## src/rtl/alu_pkg.sv

```systemverilog
// ----------------------------------------------------------------------------
// alu_pkg: ALU control encodings and the multiply-sequencer state type.
// Rev 1.0
// ----------------------------------------------------------------------------
`default_nettype none

package alu_pkg;

  // cntrl[0] is the adder carry-in, so ADD and SUB differ only in bit 0
  localparam logic [2:0] ALU_PASS_B = 3'b000;
  localparam logic [2:0] ALU_ADD    = 3'b010;
  localparam logic [2:0] ALU_SUB    = 3'b011;
  localparam logic [2:0] ALU_AND    = 3'b100;
  localparam logic [2:0] ALU_OR     = 3'b101;
  localparam logic [2:0] ALU_XOR    = 3'b110;

  typedef enum logic [1:0] {
    IDLE = 2'd0,
    RUN  = 2'd1,
    DONE = 2'd2
  } mseq_state_t;

endpackage

`default_nettype wire

```

## src/rtl/alu.sv

```systemverilog
// ----------------------------------------------------------------------------
// alu: combinational 64-bit ALU with add/sub carry chain and status flags.
// Rev 1.0
// ----------------------------------------------------------------------------
`default_nettype none

module alu
  import alu_pkg::*;
#(
  parameter int WIDTH = 64
) (
  input  logic [WIDTH-1:0] a,
  input  logic [WIDTH-1:0] b,
  input  logic [2:0]       cntrl,
  output logic [WIDTH-1:0] result,
  output logic             carry_out,
  output logic             overflow,
  output logic             zero,
  output logic             negative
);

  logic [WIDTH-1:0] w_b_eff;
  logic [WIDTH:0]   w_sum;

  // Subtraction is a + ~b + 1, with the +1 coming from cntrl[0]
  assign w_b_eff = cntrl[0] ? ~b : b;
  assign w_sum   = {1'b0, a} + {1'b0, w_b_eff} + {{WIDTH{1'b0}}, cntrl[0]};

  always_comb begin
    result = '0;
    case (cntrl)
      ALU_PASS_B: result = b;
      ALU_ADD:    result = w_sum[WIDTH-1:0];
      ALU_SUB:    result = w_sum[WIDTH-1:0];
      ALU_AND:    result = a & b;
      ALU_OR:     result = a | b;
      ALU_XOR:    result = a ^ b;
      default:    result = '0;
    endcase
  end

  assign carry_out = w_sum[WIDTH];
  assign overflow  = (a[WIDTH-1] == w_b_eff[WIDTH-1]) && (w_sum[WIDTH-1] != a[WIDTH-1]);
  assign zero      = (result == '0);
  assign negative  = result[WIDTH-1];

endmodule

`default_nettype wire

```

## src/rtl/mult_sequencer.sv

```systemverilog
// ----------------------------------------------------------------------------
// mult_sequencer: iterative 64x64 unsigned shift-add multiplier, one ALU add
// per cycle, full 128-bit product after a fixed 64-step run.
// Rev 1.0
// ----------------------------------------------------------------------------
`default_nettype none

module mult_sequencer
  import alu_pkg::*;
#(
  parameter int WIDTH = 64
) (
  input  logic             clk,
  input  logic             reset,
  input  logic             start,
  input  logic [WIDTH-1:0] a,
  input  logic [WIDTH-1:0] b,
  output logic             ready,
  output logic             done,
  output logic [WIDTH-1:0] product_lo,
  output logic [WIDTH-1:0] product_hi
);

  localparam logic [6:0] c_last_cnt = 7'(WIDTH - 1);

  mseq_state_t      r_state;
  mseq_state_t      w_next_state;

  logic [WIDTH-1:0] r_acc;
  logic [WIDTH-1:0] r_mq;
  logic [WIDTH-1:0] r_mcand;
  logic [WIDTH-1:0] r_product_lo;
  logic [WIDTH-1:0] r_product_hi;
  logic [6:0]       r_cnt;

  logic [WIDTH-1:0] w_alu_b;
  logic [WIDTH-1:0] w_sum;
  logic             w_carry;
  logic [WIDTH-1:0] w_next_acc;
  logic [WIDTH-1:0] w_next_mq;
  logic             w_accept;
  logic             w_last_step;
  logic             w_unused_overflow;
  logic             w_unused_zero;
  logic             w_unused_negative;

  assign w_alu_b = r_mq[0] ? r_mcand : '0;

  alu #(
    .WIDTH (WIDTH)
  ) u_alu (
    .a         (r_acc),
    .b         (w_alu_b),
    .cntrl     (ALU_ADD),
    .result    (w_sum),
    .carry_out (w_carry),
    .overflow  (w_unused_overflow),
    .zero      (w_unused_zero),
    .negative  (w_unused_negative)
  );

  // {carry, sum, mq} >> 1: the carry becomes the new top bit of acc
  assign w_next_acc = {w_carry, w_sum[WIDTH-1:1]};
  assign w_next_mq  = {w_sum[0], r_mq[WIDTH-1:1]};

  always_ff @(posedge clk) begin
    if (reset) begin
      r_state <= IDLE;
    end else begin
      r_state <= w_next_state;
    end
  end

  always_comb begin
    w_next_state = r_state;
    w_accept     = 1'b0;
    w_last_step  = 1'b0;
    ready        = 1'b0;
    done         = 1'b0;
    case (r_state)
      IDLE: begin
        ready = 1'b1;
        if (start) begin
          w_accept     = 1'b1;
          w_next_state = RUN;
        end
      end
      RUN: begin
        if (r_cnt == c_last_cnt) begin
          w_last_step  = 1'b1;
          w_next_state = DONE;
        end
      end
      DONE: begin
        done         = 1'b1;
        w_next_state = IDLE;
      end
      default: w_next_state = IDLE;
    endcase
  end

  always_ff @(posedge clk) begin
    if (reset) begin
      r_acc        <= '0;
      r_mq         <= '0;
      r_mcand      <= '0;
      r_cnt        <= '0;
      r_product_lo <= '0;
      r_product_hi <= '0;
    end else begin
      if (w_accept) begin
        r_mcand <= a;
        r_acc   <= '0;
        r_mq    <= b;
        r_cnt   <= '0;
      end else if (r_state == RUN) begin
        r_acc <= w_next_acc;
        r_mq  <= w_next_mq;
        r_cnt <= r_cnt + 7'd1;
      end
      // Result registers only move on the step that enters DONE
      if (w_last_step) begin
        r_product_hi <= w_next_acc;
        r_product_lo <= w_next_mq;
      end
    end
  end

  assign product_lo = r_product_lo;
  assign product_hi = r_product_hi;

endmodule

`default_nettype wire

```

## config.mk

```make
export PLATFORM = sky130hd
export DESIGN_NAME = mult_sequencer
export DESIGN_NICKNAME = d
export VERILOG_FILES = /design/src/rtl/alu_pkg.sv /design/src/rtl/alu.sv /design/src/rtl/mult_sequencer.sv
export SDC_FILE = /design/constraint.sdc
export NUM_CORES = 1
export LEC_CHECK = 0
export CELL_PAD_IN_SITES_DETAIL_PLACEMENT = 1
export CELL_PAD_IN_SITES_GLOBAL_PLACEMENT = 2
export CORE_MARGIN = 4
export CORE_UTILIZATION = 25
export CTS_BUF_LIST = sky130_fd_sc_hd__clkbuf_8
export CTS_CLUSTER_DIAMETER = 100
export DETAILED_ROUTE_END_ITERATION = 12
export PLACE_DENSITY = 0.65
export SYNTH_ARGS = -nofsm -noshare
export SYNTH_HDL_FRONTEND = slang
export SYNTH_SLANG_ARGS = --single-unit
```

## constraint.sdc

```tcl
create_clock -name clk -period 4.6 [get_ports clk]
set_input_delay 0.46 -clock clk [delete_from_list [all_inputs] [get_ports clk]]
set_output_delay 0.46 -clock clk [all_outputs]
set_load 0.02 [all_outputs]
```

==> results.cfg <==
[synthesis]
syn_inst = 2092
avgSynthCellArea_um2 = 7.61
synth_area_um2 = 15900
synth_fp_nets = 2289
synthTopCellsByArea = dfxtp_1, nand2_1, a21oi_1
netlist.area_leader.share_pct = 41.4
synth_edf_count = 0
ys_async_sr_fraction_pct = 0
synth_top_area_cell = dfxtp_1
yosys_warnings = 0
yosysUniqueCellTypes = 64
ys_ff_latch = 329
synth-main-ff-cell = dfxtp_1
yosysSeqAreaShare_pct = 41.4

[sta]
max_freq_ghz = 0.259
timing.final.crit_share_pct = 84.0
relSlewSlack_pct = 36.0
period_minus_slack_ns = 3.86
grt_setup_unrepaired = false
fin_skew_ns = 0.0501
worstMarginPinSlew_ns = 0.960
slew_violations = 0
hold_viol_final = 0
tns_ns = 0
setup_viol = 0

[global_route]
grt_pass1_vias = 16600
grt-ovfl-total = 0
grt_antenna_before_repair = 6
grt_pass1_wl_mm = 94.8
track_usage_pct = 17.6
grt_start_max_net_pins = 114

[detailed_routing]
drt-vias-per-instance = 4.91
detail-route-antenna-nets = 0
met2RoutedLength_mm = 28.0
drtIter0Drc = 672
first_pass_iters = 5
wl_per_cell_um = 19.1
drc = 0
met3_length_mm = 3.44
top_layer = met5
vias = 15700
drt-met1-wl_mm = 28.2
wl_mm = 61.2

[setup_path]
worst_path_most_repeated_cell = a21oi_1
slowest_delay_ns = 0.56
r2r_setup_slack_ns = 0.74
worstPathBufferInverterCount = 1
path_cells = buf_4 -> and2_1 -> ha_1 -> a21oi_1 -> a21oi_1 -> or3_1 -> or3b_1 -> a31oi_1 -> nor2_1 -> a311o_1 -> xor2_1 -> nand2_1 -> a21oi_1
crit_family = compound AO/OA/AOI/OAI gates
slowest_stage = a31oi_1
crit_path_end_kind = flip-flop
critPathArrivalTime_ns = 4.42
worstPathMaxFanout = 17
cp-start-kind = flip-flop
required_ns = 5.16
worstSetupPathType = flip-flop to flip-flop

[pwr]
p_leak_nw = 7.49
powerDensity_nw_per_um2 = 331
ir_worst_vdd_mv = 0.191

[clock_network]
postCtsHoldBufs = 0
cts_buffer_depth = 3
htree_levels = 3
cts_tree = built
post_cts_buffers = 0
cts_sinks = 329
clock_insertion_delay_worst_skew_ns = 0.66
cts_buffers = 67
path_clk_slew_ns = 0.06
post_cts_resized = 0
cts-root-buf = clkbuf_8

[layout]
fin_cells = 3200
drive_gt1_share_pct = 6.20
nFillCells = 7606
final_cell_mix = nand2_1, a21oi_1, dfxtp_1
mostFrequentLayoutCell = nand2_1
syn_to_final_growth_pct = 30.3
final_cell_area_um2 = 20700
nNetsFinal = 2498

[floorplanning]
io_pins = 261
num_rows = 92
start_util_pct = 25.2
die_height_um = 260
die-width_um = 260
fp.coreArea_um2 = 63100
die_area_um2 = 67800

[outcome]
outcome = finished clean

[place]
finalWeightedCongestion = 0.838
dp_hpwl_mm = 42.6
dp.cells = 3078
io_buffers = 260
postPlaceCellArea_um2 = 19300

[hold_path]
hold_class = input port to flip-flop

[run]
drv_cap = 0
## worst min-delay path, stage by stage
cell and delay [ns]:
clkdlybuf4s50_1 0.39, nand2_1 0.05, a21oi_1 0.05
## synthesized netlist by cell type, types with 5 or more instances
cell,n
nand2_1,563
a21oi_1,371
dfxtp_1,329
clkbuf_1,130
and2_1,71
o21ai_0,67
a22oi_1,65
ha_1,65
nor2_1,64
nand3_1,46
xnor2_1,41
nand4_1,29
inv_1,25
a21o_1,23
o21bai_1,22
a211oi_1,18
xor2_1,17
a31oi_1,16
nor3_1,13
or3_1,11
buf_1,9
nor2b_1,8
o211ai_1,8
and3_1,7
nand2b_1,6
or4_1,6
nor4_1,5
## path summary, 6_finish.rpt
path	startpoint	to	cells past startpoint
setup / recovery	r_mq[0]	r_acc[30]	13
setup reg to reg	r_mq[0]	r_acc[30]	13
hold reg to reg	product_lo[20]	product_lo[20]	2
hold / removal	a[51]	r_mcand[51]	3
## state kept, by name (all words and copies together), names as in the netlist
signal	count
product_hi	64
product_lo	64
r_acc	64
r_cnt	7
r_mcand	64
r_mq	64
r_state	2
## cells by family (layout without fill, tap and decap cells)
family,after synthesis,in the layout,share of synthesized area (%)
mux,3,3,0.196
flops,329,329,41.4
fa+ha+maj,66,66,5.23
simple gates,840,840,22.9
xor+xnor,58,58,3.19
compound gates,629,629,23.2
buf+inv,167,428,3.95
other cells,0,1,0
## stage by stage
step                      hold slack, ns  utilization, %  total power, mW  worst slack, ns
after CTS                          0.294            32.9             7.03            0.740
after global placement             0.443            30.6             3.59            0.921
after detailed placement           0.448            30.6             3.60            0.775
final                              0.356            32.9             6.87            0.737
after global routing               0.329            32.9             7.20            0.405
after floorplan                    0.432               -             3.33             1.34
## cell type report
class / count / area, um^2 / area share, %
timing repair buffer: 281 / 2790 / 13.4
multi-input combinational: 1596 / 8750 / 42.2
clock buffer: 85 / 1170 / 5.64
inverter: 26 / 97.6 / 0.470
tap: 846 / 1060 / 5.10
sequential: 329 / 6590 / 31.8
antenna: 1 / 2.50 / 0.0121
clock inverter: 36 / 290 / 1.40
## metal layers
metal / vias to the layer above / GRT usage, %
met2: 285 / 29.0
met4: 8 / 4.79
met1: 7650 / 22.4
met5: - / 0
li1: 7648 / -
met3: 105 / 5.12
## power by group
| part | total, mW | leakage, nW | switching (mW) | internal (mW) |
|---|---|---|---|---|
| clock | 3.34 | 0.826 | 1.44 | 1.91 |
| combinational | 0.536 | 3.99 | 0.325 | 0.211 |
| sequential | 2.99 | 2.67 | 0.0581 | 2.93 |
| total | 6.87 | 7.49 | 1.82 | 5.05 |
Power figures use the tool's default switching activity.
